$ cat src/rtl/ldl_round_pkg.sv
// ldl_round_pkg
//   Definitions shared by the round-robin aging stage (ldl_round_age) and the
//   priority arbiter it feeds (ldl_round_pri).
//   - COS_WIDTH / COS_MAX : class-of-service field width and top level
//   - cos_t               : one class-of-service value
//   - lane_mode_t         : per-requester aging event for one clock edge
//   - sat_add_cos()       : base + boost, clamped at COS_MAX (never wraps)
package ldl_round_pkg;

  localparam int COS_WIDTH = 2;

  typedef logic [COS_WIDTH-1:0] cos_t;

  localparam cos_t COS_MAX = {COS_WIDTH{1'b1}};

  typedef enum logic [1:0] {
    LANE_IDLE    = 2'd0,  // no request: aging forfeited
    LANE_GRANTED = 2'd1,  // request served this cycle: aging cleared
    LANE_FROZEN  = 2'd2,  // aging disabled: hold everything
    LANE_WAIT    = 2'd3   // request waiting: advance timer / boost
  } lane_mode_t;

  // Sum is formed one bit wider so the carry is visible before clamping.
  function automatic cos_t sat_add_cos(input cos_t base, input cos_t boost);
    logic [COS_WIDTH:0] sum;
    sum = {1'b0, base} + {1'b0, boost};
    if (sum > {1'b0, COS_MAX}) begin
      sat_add_cos = COS_MAX;
    end else begin
      sat_add_cos = sum[COS_WIDTH-1:0];
    end
  endfunction

endpackage

$ cat src/rtl/ldl_round_age_lane.sv
// ldl_round_age_lane
//   Aging state for a single requester: a wait timer that wraps every
//   AGE_THRESH waiting cycles and a saturating boost level bumped on each wrap.
//   Ports:
//     clk, rst_n   : clock, asynchronous active-low reset
//     aging_en     : 0 freezes timer and boost
//     req          : this requester's raw request
//     gnt          : this requester was granted this cycle (ack & hot already applied)
//     base_cos     : base class-of-service
//     cos_o        : effective class-of-service (combinational)
//     aged         : boost is non-zero
module ldl_round_age_lane
  import ldl_round_pkg::*;
#(
  parameter int AGE_THRESH = 4
) (
  input  logic clk,
  input  logic rst_n,
  input  logic aging_en,
  input  logic req,
  input  logic gnt,
  input  cos_t base_cos,
  output cos_t cos_o,
  output logic aged
);

  localparam int TMR_W = (AGE_THRESH > 1) ? $clog2(AGE_THRESH) : 1;
  localparam logic [TMR_W-1:0] TMR_LAST = TMR_W'(AGE_THRESH - 1);
  localparam logic [TMR_W-1:0] TMR_ONE  = TMR_W'(1);
  localparam cos_t COS_ONE = cos_t'(1);

  logic [TMR_W-1:0] tmr;
  logic [TMR_W-1:0] tmr_nxt;
  cos_t             boost;
  cos_t             boost_nxt;
  lane_mode_t       mode;

  // Timer and boost registers; reset discards all aging history.
  always_ff @(posedge clk or negedge rst_n) begin
    if (!rst_n) begin
      tmr   <= '0;
      boost <= '0;
    end else begin
      tmr   <= tmr_nxt;
      boost <= boost_nxt;
    end
  end

  // Classify this edge; grant outranks the enable so a served request always clears.
  always_comb begin
    mode = LANE_IDLE;
    if (!req) begin
      mode = LANE_IDLE;
    end else if (gnt) begin
      mode = LANE_GRANTED;
    end else if (!aging_en) begin
      mode = LANE_FROZEN;
    end else begin
      mode = LANE_WAIT;
    end
  end

  // Next timer/boost; boost saturates while the timer keeps wrapping.
  always_comb begin
    tmr_nxt   = tmr;
    boost_nxt = boost;
    case (mode)
      LANE_IDLE, LANE_GRANTED: begin
        tmr_nxt   = '0;
        boost_nxt = '0;
      end
      LANE_FROZEN: begin
        tmr_nxt   = tmr;
        boost_nxt = boost;
      end
      LANE_WAIT: begin
        if (tmr != TMR_LAST) begin
          tmr_nxt   = tmr + TMR_ONE;
          boost_nxt = boost;
        end else begin
          tmr_nxt = '0;
          if (boost != COS_MAX) begin
            boost_nxt = boost + COS_ONE;
          end else begin
            boost_nxt = boost;
          end
        end
      end
      default: begin
        tmr_nxt   = '0;
        boost_nxt = '0;
      end
    endcase
  end

  // Effective cos: an idle lane shows its base cos even if a stale boost is still registered.
  always_comb begin
    if (req) begin
      cos_o = sat_add_cos(base_cos, boost);
    end else begin
      cos_o = base_cos;
    end
  end

  assign aged = (boost != '0);

endmodule

$ cat src/rtl/ldl_round_age.sv
// ldl_round_age
//   Anti-starvation aging stage in front of the priority round-robin arbiter.
//   Each waiting request has its class-of-service raised one level every
//   AGE_THRESH cycles without a grant, up to COS_MAX.
//   Ports:
//     clk, rst_n : clock, asynchronous active-low reset
//     aging_en   : 1 = aging active, 0 = freeze timers and boosts
//     req        : raw requests, one bit per requester
//     base_cos   : base cos, COS_WIDTH bits per requester (requester i at [i*COS_WIDTH +: COS_WIDTH])
//     ack, hot   : arbiter grant valid / one-hot grant (hot ignored without ack)
//     req_o      : req passed straight through
//     cos_o      : effective cos per requester, same packing as base_cos
//     aged       : per-requester "boost is non-zero"
module ldl_round_age
  import ldl_round_pkg::*;
#(
  parameter int BIN_WIDTH  = 3,
  parameter int AGE_THRESH = 4
) (
  input  logic                                 clk,
  input  logic                                 rst_n,
  input  logic                                 aging_en,
  input  logic [(1<<BIN_WIDTH)-1:0]            req,
  input  logic [(1<<BIN_WIDTH)*COS_WIDTH-1:0]  base_cos,
  input  logic                                 ack,
  input  logic [(1<<BIN_WIDTH)-1:0]            hot,
  output logic [(1<<BIN_WIDTH)-1:0]            req_o,
  output logic [(1<<BIN_WIDTH)*COS_WIDTH-1:0]  cos_o,
  output logic [(1<<BIN_WIDTH)-1:0]            aged
);

  localparam int REQ_WIDTH = 1 << BIN_WIDTH;

  // A malformed multi-bit hot with ack simply clears every flagged lane.
  logic [REQ_WIDTH-1:0] gnt;
  assign gnt   = hot & {REQ_WIDTH{ack}};
  assign req_o = req;

  for (genvar i = 0; i < REQ_WIDTH; i++) begin : g_lane
    ldl_round_age_lane #(
      .AGE_THRESH (AGE_THRESH)
    ) u_lane (
      .clk      (clk),
      .rst_n    (rst_n),
      .aging_en (aging_en),
      .req      (req[i]),
      .gnt      (gnt[i]),
      .base_cos (base_cos[i*COS_WIDTH +: COS_WIDTH]),
      .cos_o    (cos_o[i*COS_WIDTH +: COS_WIDTH]),
      .aged     (aged[i])
    );
  end

endmodule

$ cat config.mk
export PLATFORM = sky130hd
export DESIGN_NAME = ldl_round_age
export DESIGN_NICKNAME = d
export VERILOG_FILES = /design/src/rtl/ldl_round_pkg.sv /design/src/rtl/ldl_round_age_lane.sv /design/src/rtl/ldl_round_age.sv
export SDC_FILE = /design/constraint.sdc
export NUM_CORES = 1
export LEC_CHECK = 0
export BUFFER_PORTS_ARGS = -buffer_cell sky130_fd_sc_hd__clkbuf_2
export CAP_MARGIN = 30
export CORE_MARGIN = 5
export CORE_UTILIZATION = 50
export CTS_BUF_LIST = sky130_fd_sc_hd__clkbuf_8
export DETAILED_ROUTE_END_ITERATION = 8
export GPL_ROUTABILITY_DRIVEN = 0
export PLACE_DENSITY = 0.77
export REMOVE_ABC_BUFFERS = 1
export SLEW_MARGIN = 20
export SYNTH_ARGS = -nofsm -noshare
export SYNTH_HDL_FRONTEND = slang
export SYNTH_SLANG_ARGS = --single-unit
$ cat constraint.sdc
create_clock -name clk -period 2 [get_ports clk]
set_input_delay 0.3 -clock clk [delete_from_list [all_inputs] [get_ports clk]]
set_output_delay 0.3 -clock clk [all_outputs]
set_load 0.1 [all_outputs]
* Yosys cells after proc, flatten, opt, wreduce, memory -nomap -nowiden
Cells that the tools add are included.
** Operators by class
- Add/sub/neg operators :: 24
- Magnitude comparators :: 8
- Equality and inequality tests :: 56
- Multiplexer cells :: 73
- Bitwise operators :: 9
- Reduce and logical (&&, ||, !) cells :: 32
** Operator list (count)
- 2-bit two-way mux :: 56
- 2-bit case mux with 2 select lines :: 16
- 2-bit inequality test, second input constant :: 24
- 2-bit by 1-bit adder with 2-bit output, second input constant :: 16
- 2-bit == test, second input constant :: 16
- 2-bit by 2-bit adder with 3-bit output :: 8
- 3-bit by 2-bit greater-than comparator with 1-bit output, second input constant :: 8
- 3-bit AND reduction :: 8
- 2-bit by 1-bit == test with 1-bit output, second input constant :: 8
- 2-bit logical NOT :: 8
- 2-bit by 1-bit inequality test with 1-bit output, second input constant :: 8
- 2-bit nonzero test :: 8
- 2-bit OR reduction :: 8
- 8-bit bitwise AND :: 1
- 1-bit NOT :: 8
- 1-bit two-way mux :: 1
** Storage, ports and cells
- Register bits :: 32
- Output and inout port bits :: 32
- Word-level logic and storage cells :: 218

* Longest topological paths before layout
Gate-level depths: netlist of run 1.
- Depth in word-level cells :: 6
- Gate-level depth with buffers :: 5
- Depth with buffers taken out :: 4

* Modules after synthesis
A second synthesis of run 1 with hierarchy kept.
** Unflattened totals
- Cells, all modules :: 272
- Area, all modules :: 2632.5 µm²
** Modules (own cells, without submodules)
- ldl_round_age_lane :: times used 8, cells each 32, area each 315.3 µm², sequential area each 100.1 µm²
- ldl_round_age :: times used 1, cells each 16, area each 110.1 µm², sequential area each 0.0 µm²

* Worst setup path before layout of run 1
Ideal clock, no wire load.
- Path type :: reg2out
- Start point :: reg g_lane[5].u_lane.boost[0]
- End point :: out cos_o[11]
- Arrival time :: 2557 ps
- Setup slack :: -857 ps
- Cell stages (with the launch flop) :: 5
- Buffers on the path :: 0
- Cells stage by stage :: dfrtp_1 ha_1 fa_1 nor2_1 a21oi_1
** On the way
- Cells in the longest elaborated chain, start to end :: 4
** RTL lines
- from (decl) :: RTL line ldl_round_age_lane.sv:34 : cos_t boost;
- from (signal assigned) :: RTL line ldl_round_age_lane.sv:45 : boost <= boost_nxt;
- 2-bit by 2-bit adder with 3-bit output * :: RTL line ldl_round_pkg.sv:26 : sum = {1'b0, base} + {1'b0, boost};
- 3-bit by 2-bit greater-than comparator with 1-bit output :: RTL line ldl_round_pkg.sv:27 : if (sum > {1'b0, COS_MAX}) begin
- 2-bit two-way mux * :: RTL line ldl_round_pkg.sv:27
- 2-bit two-way mux * :: RTL line ldl_round_age_lane.sv:98 : if (req) begin
- to (decl) :: RTL line ldl_round_age.sv:28 : output logic [(1<<BIN_WIDTH)*COS_WIDTH-1:0] cos_o,
Every way passes the cells marked *; elsewhere a longest branch is shown, timed or not.

* Final worst setup path of run 1
- Start point :: reg g_lane[2].u_lane.boost[0]
- End point :: out cos_o[5]
** On the way
- Cells in the longest elaborated chain, start to end :: 4
** RTL lines (RTL line)
- from (decl) :: ldl_round_age_lane.sv:34
- from (signal assigned) :: ldl_round_age_lane.sv:45
- 2-bit by 2-bit adder with 3-bit output * :: ldl_round_pkg.sv:26
- 3-bit by 2-bit greater-than comparator with 1-bit output :: ldl_round_pkg.sv:27
- 2-bit two-way mux * :: ldl_round_pkg.sv:27
- 2-bit two-way mux * :: ldl_round_age_lane.sv:98
Marks and branches as above.

==> results of run 1 <==
-- area by class of cell --
cell class,count,area [µm²]
Tap cell,67,83.8
Sequential cell,32,801
Inverter,24,90.1
Fill cell,385,1540
Timing Repair Buffer,79,677
Clock buffer,6,82.6
Clock inverter,2,10.0
Multi-Input combinational cell,184,1470
-- repair_timing --
item | CTS | global route
endpoints found under the setup margin | 12 | 15
setup buffers | 6 | 5
gates resized for setup | 18 | 9
pin swaps | 8 | 5
-- per-layer routing --
metal | global-route usage | up-vias | share of wire
met5 | 0 | - | 0
met4 | 0.0338 | 0 | 0.0051
met3 | 0.0440 | 4 | 0.047
met2 | 0.290 | 36 | 0.56
met1 | 0.162 | 869 | 0.39
li1 | - | 948 | -
-- power breakdown --
part / switching, µW / internal (µW) / leakage, µW
combinational: 413 / 194 / 0.00137
sequential: 13.3 / 667 / 0.000439
clock: 217 / 274 / 0.0000510
total: 643 / 1130 / 0.00186
-- path summary, 6_finish.rpt --
path	to	from	cells after the start	slack [ns]
worst min register to register	g_lane[5].u_lane.tmr[1]$_DFFE_PN0P_	g_lane[5].u_lane.tmr[1]$_DFFE_PN0P_	2	0.53
min in group clk	g_lane[3].u_lane.boost[0]$_DFFE_PN0P_	hot[3]	4	0.34
max in group asynchronous	g_lane[1].u_lane.tmr[1]$_DFFE_PN0P_	rst_n	1	1.44
worst max-delay path	cos_o[5]	g_lane[2].u_lane.boost[0]$_DFFE_PN0P_	5	-0.06
worst max register to register	g_lane[0].u_lane.boost[0]$_DFFE_PN0P_	g_lane[0].u_lane.boost[0]$_DFFE_PN0P_	6	0.61
worst min-delay path	g_lane[4].u_lane.boost[0]$_DFFE_PN0P_	rst_n	1	0.08
-- sequential cells by signal (all words and copies together) (netlist names) --
| name | flops |
|---|---|
| g_lane.u_lane.tmr | 16 |
| g_lane.u_lane.boost | 16 |
-- metrics by stage --
stage               setup TNS (ns)  instance area, µm²
floorplan                   -10.91                2280
global placement                 0                2950
detailed placement               0                2950
CTS                         -0.389                3140
global route                 -1.03                3210
finish                      -0.336                3210
-- cells by family (layout without fill, tap and decap cells) --
group                    count (synthesis)  count (layout)
adder cells (fa/ha/maj)                 40              40
AND/OR/NAND/NOR                         96              96
buffers and inverters                   44             111
multiplexers                            24              24
AO/OA/AOI/OAI                           16              16
XOR/XNOR                                 8               8
flip-flops                              32              32
-- layout by cell type, fill, tap and decap left out, drive strengths merged --
cell / n
dfrtp: 32
nand2: 16
clkinv: 2
clkbuf: 59
xnor2: 8
nor2: 72
a21oi: 16
mux2i: 24
inv: 24
fa: 8
ha: 32
nand3b: 8
buf: 26
-- worst max-delay path: stages (launching register included) --
cell and delay, ns:
dfrtp_1 0.40, ha_2 0.18, fa_1 0.48, nor2_1 0.05
a21oi_2 0.18, buf_12 0.20
==> impl_metrics.py, run 1 <==
metrics = {
    "synthesis": {
        "synthTopCellsByCount": "72 x nor2_1, 32 x dfrtp_1, 32 x ha_1, 24 x inv_1, 24 x mux2i_1",
        "yosysWarnings": 0,
        "synth_xor_area_frac": 0.0286,
        "muxShareOfSynthArea": 0.0981,
        "synth.distinct_cells": 15,
        "synth_cells": 260,
        "synth_area_leaders": "dfrtp_1 33%, ha_1 16%, nor2_1 11%",
        "synthAdderAreaFrac": 0.229,
        "synth_top_area_share": 0.327,
        "syn-mean-instance-area_um2": 9.42,
        "synthSimpleGateAreaFrac": 0.180,
        "netlist_area_um2": 2450,
        "ys_seq_elements": 32,
        "synth_ff_type": "dfrtp_1",
        "async_flop_share": 1.00,
        "ys_seq_area_frac": 0.327,
        "synth_top_family_by_area": "adder cells",
        "synth.most_common_cell": "nor2_1",
        "synth_compound_area_frac": 0.0327,
        "synth_top_area_cell": "dfrtp_1",
        "synth_edf_count": 0,
    },
    "sta": {
        "setup_viol": 8,
        "setup_ws_ns": -0.0623,
        "relSlewSlack": 0.500,
        "worstMarginPinSlew_ns": 0.750,
        "timing.final.crit_share": 1.03,
        "fin_crit_ns": 2.06,
        "skew_ns": 0.00770,
        "whs_ns": 0.0793,
        "fmax_ghz": 0.485,
        "hold_viol": 0,
        "drv_slew": 0,
        "rsz0062_at_grt": "yes",
    },
    "placement": {
        "io_buffers": 67,
        "pre_cts_slack_ns": 0.109,
        "dp_hpwl_um": 3600,
        "dp.cells": 375,
    },
    "clocking": {
        "clk_pin_slew_ns": 0.06,
        "cts_htree_levels": 2,
        "cts_made_buffers": 5,
        "clkLatencyLatePin_ns": 0.28,
        "postCtsHoldBufs": 0,
        "clock-sinks": 32,
        "cts_tree": "yes",
        "clockBufferDepth": 2,
        "root_buffer": "clkbuf_8",
    },
    "die": {
        "die_h_um": 80.0,
        "fp.dieArea_um2": 6400,
        "fp-row-count": 25,
        "initial_utilization": 0.515,
        "core_area_um2": 4750,
        "die_w_um": 80.0,
        "pin_count": 68,
    },
    "route": {
        "first_pass_iters": 4,
        "vias": 1857,
        "drt_wl_total_um": 4550,
        "drt-initial-drc-count": 25,
        "wl_per_cell_um": 11.6,
        "via_per_inst": 4.71,
        "post-route-drc-count": 0,
        "antenna_left": 0,
    },
    "setup_path": {
        "critPathCaptureType": "primary output",
        "required_ns": 1.70,
        "cp_max_fo": 2,
        "cp-start-kind": "flip-flop",
        "crit_type": "reg -> out",
        "crit_arrival_ns": 1.76,
    },
    "grt": {
        "track_usage": 0.151,
        "grt_pass1_vias": 1963,
        "grt_pass1_wl_um": 7800,
        "antenna_found_initial": 0,
        "grt_max_degree": 33,
        "grt_overflow": 0,
    },
    "outcome": {
        "status": "complete, but fails checks",
        "violations": "setup timing",
    },
    "pwr": {
        "p_leak_uw": 0.00186,
        "cellPowerDensity_nw_per_um2": 554,
        "finalPower_uw": 1780,
        "peakVddDrop_v": 0.000350,
    },
    "job": {
        "maxCapViolCount": 0,
    },
    "final_layout": {
        "nets": 402,
        "fin_util": 0.675,
        "synthToLayoutAreaGrowth_pct": 31.1,
        "layoutNonFillerInstCount": 394,
        "drive_gt1_frac": 0.352,
        "diodes": 0,
    },
    "hold_path": {
        "hp-class": "in -> async",
    },
}
No activity file was read; power rests on OpenSTA's default activity.
==> run 2: changes to the inputs <==
--- a/config.mk
+++ b/config.mk
@@ -8,11 +8,11 @@
 export BUFFER_PORTS_ARGS = -buffer_cell sky130_fd_sc_hd__clkbuf_2
 export CAP_MARGIN = 30
 export CORE_MARGIN = 5
-export CORE_UTILIZATION = 50
+export CORE_UTILIZATION = 55
 export CTS_BUF_LIST = sky130_fd_sc_hd__clkbuf_8
 export DETAILED_ROUTE_END_ITERATION = 8
 export GPL_ROUTABILITY_DRIVEN = 0
-export PLACE_DENSITY = 0.77
+export PLACE_DENSITY = 0.83
 export REMOVE_ABC_BUFFERS = 1
 export SLEW_MARGIN = 20
 export SYNTH_ARGS = -nofsm -noshare
==> run 2 against run 1 <==
Fmax fell by 0.65%. Final area down 1.3%. Clock skew is 0.0033 ns lower. The flow still finishes with violations (setup timing).
==> impl_metrics.py, run 2 (synthesis gave the netlist of run 1 again) <==
metrics = {
    "route": {
        "first_pass_iters": 4,
        "drt-initial-drc-count": 50,
        "wl_per_cell_um": 11.6,
        "drt_wl_total_um": 4360,
        "drt-met1-wl_um": 1740,
        "via_per_inst": 4.94,
        "met2_length_um": 2360,
        "post-route-drc-count": 0,
        "antenna_left": 0,
        "routed.top_layer": "met4",
        "wl_met3_um": 222,
        "vias": 1862,
    },
    "placement": {
        "io_buffers": 67,
        "dp.cells": 360,
        "placed_cell_area_um2": 2930,
        "dp_hpwl_um": 3540,
    },
    "clocking": {
        "clkLatencyLatePin_ns": 0.27,
        "clk_pin_slew_ns": 0.07,
        "cts_htree_levels": 2,
        "postCtsHoldBufs": 0,
        "clock-sinks": 32,
        "cts_tree": "yes",
        "cts_made_buffers": 5,
        "root_buffer": "clkbuf_8",
        "clockBufferDepth": 2,
    },
    "sta": {
        "whs_ns": 0.0841,
        "setup_ws_ns": -0.0758,
        "relSlewSlack": 0.499,
        "finalSetupTns_ns": -0.303,
        "setup_viol": 8,
        "rsz0062_at_grt": "yes",
        "worstMarginPinSlew_ns": 0.752,
        "skew_ns": 0.00445,
        "drv_slew": 0,
        "timing.final.crit_share": 1.04,
        "fin_crit_ns": 2.08,
        "hold_viol": 0,
        "fmax_ghz": 0.482,
    },
    "die": {
        "die_w_um": 76.7,
        "fp.dieArea_um2": 5890,
        "pin_count": 68,
        "die_h_um": 76.7,
        "core_area_um2": 4320,
        "fp-row-count": 24,
        "initial_utilization": 0.566,
    },
    "setup_path": {
        "crit-reg2reg-capture": "g_lane[0].u_lane.boost[0]$_DFFE_PN0P_",
        "critPathTopFamily": "adder cells",
        "cp_max_fo": 2,
        "r2r_start": "g_lane[0].u_lane.boost[0]$_DFFE_PN0P_",
        "crit_arrival_ns": 1.78,
        "critPathCaptureType": "primary output",
        "crit_type": "reg -> out",
        "worstPathCellList": "ha_2 -> fa_2 -> nor2_2 -> a21oi_2 -> buf_12",
        "r2r_cells": 6,
        "rrSetupSlack_ns": 0.61,
        "required_ns": 1.70,
        "critPathBufInv": 1,
        "critPathSlowestCell": "fa_2",
        "cp-start-kind": "flip-flop",
        "crit_path_max_incr_delay_ns": 0.53,
        "critPathLaunch": "g_lane[6].u_lane.boost[0]$_DFFE_PN0P_",
    },
    "final_layout": {
        "synthToLayoutAreaGrowth_pct": 29.4,
        "layoutNonFillerInstCount": 377,
        "layout_common_cells": "69 x nor2_1, 51 x clkbuf_2, 32 x dfrtp_1",
        "drive_gt1_frac": 0.345,
        "final_common_cell": "nor2_1",
        "nets": 400,
        "fillers": 311,
        "reg.largest.list": "g_lane.u_lane.boost x16, g_lane.u_lane.tmr x16",
        "finalInstanceArea_um2": 3170,
        "diodes": 0,
    },
    "pwr": {
        "cellPowerDensity_nw_per_um2": 559,
        "p_leak_uw": 0.00184,
        "peakVddDrop_v": 0.000444,
    },
    "grt": {
        "grt_overflow": 0,
        "grt_pass1_wl_um": 7760,
        "grt_pass1_vias": 1893,
        "antenna_found_initial": 0,
        "grt_max_degree": 33,
        "track_usage": 0.157,
    },
    "hold_path": {
        "hp-class": "in -> async",
    },
    "job": {
        "maxCapViolCount": 0,
    },
    "outcome": {
        "violations": "setup timing",
        "status": "complete, but fails checks",
    },
}
==> run 2: cell types whose count changed in the layout (fill, tap and decap cells not counted), sizes merged <==
cell / previous run / this run
buf: 26 / 25
clkbuf: 59 / 58
==> run 2: per-layer routing <==
layer	vias to the layer above	global-route usage
met4	0	0.0420
met5	-	0
met2	32	0.294
met1	870	0.173
li1	953	-
met3	7	0.0386
==> run 2: worst max path at each step <==
stage                     depth (start not counted)         to  slack (ns)
after global routing                              5   cos_o[7]       -0.14
after global placement                            6  cos_o[11]        0.14
after floorplan                                   4  cos_o[11]       -0.86
after detailed placement                          6  cos_o[13]        0.11
after CTS                                         5   cos_o[9]       -0.06
final                                             5  cos_o[13]       -0.08
==> run 2: repair_timing <==
item / 4_1_cts / 5_1_grt
endpoints found under the hold margin: 0 / 0
pin swaps: 8 / 4
resized for setup: 17 / 10
endpoints found under the setup margin: 9 / 14
setup buffers: 8 / 1
==> run 2: area by class of cell <==
class,instances,area (µm²),area share
Tap cell,52,65.1,0.0205
Clock inverter,2,10.0,0.00316
Multi-Input combinational cell,184,1460,0.461
Timing Repair Buffer,77,659,0.208
Sequential cell,32,801,0.253
Clock buffer,6,82.6,0.0261
Inverter,24,90.1,0.0284
==> run 2: where the power goes <==
part           switching, µW  total, µW  internal [µW]  leakage (µW)
logic                    410        602            192       0.00135
registers               13.2        680            667      0.000439
clock network            217        490            274     0.0000510
==> run 2: metrics by stage <==
stage / worst slack (ns) / power [µW] / utilization
after floorplan: -0.857 / 988 / -
after detailed placement: 0.110 / 1280 / 0.677
final: -0.0758 / 1770 / 0.733
after global routing: -0.141 / 1860 / 0.733
after CTS: -0.0573 / 1790 / 0.725
after global placement: 0.143 / 1270 / 0.677
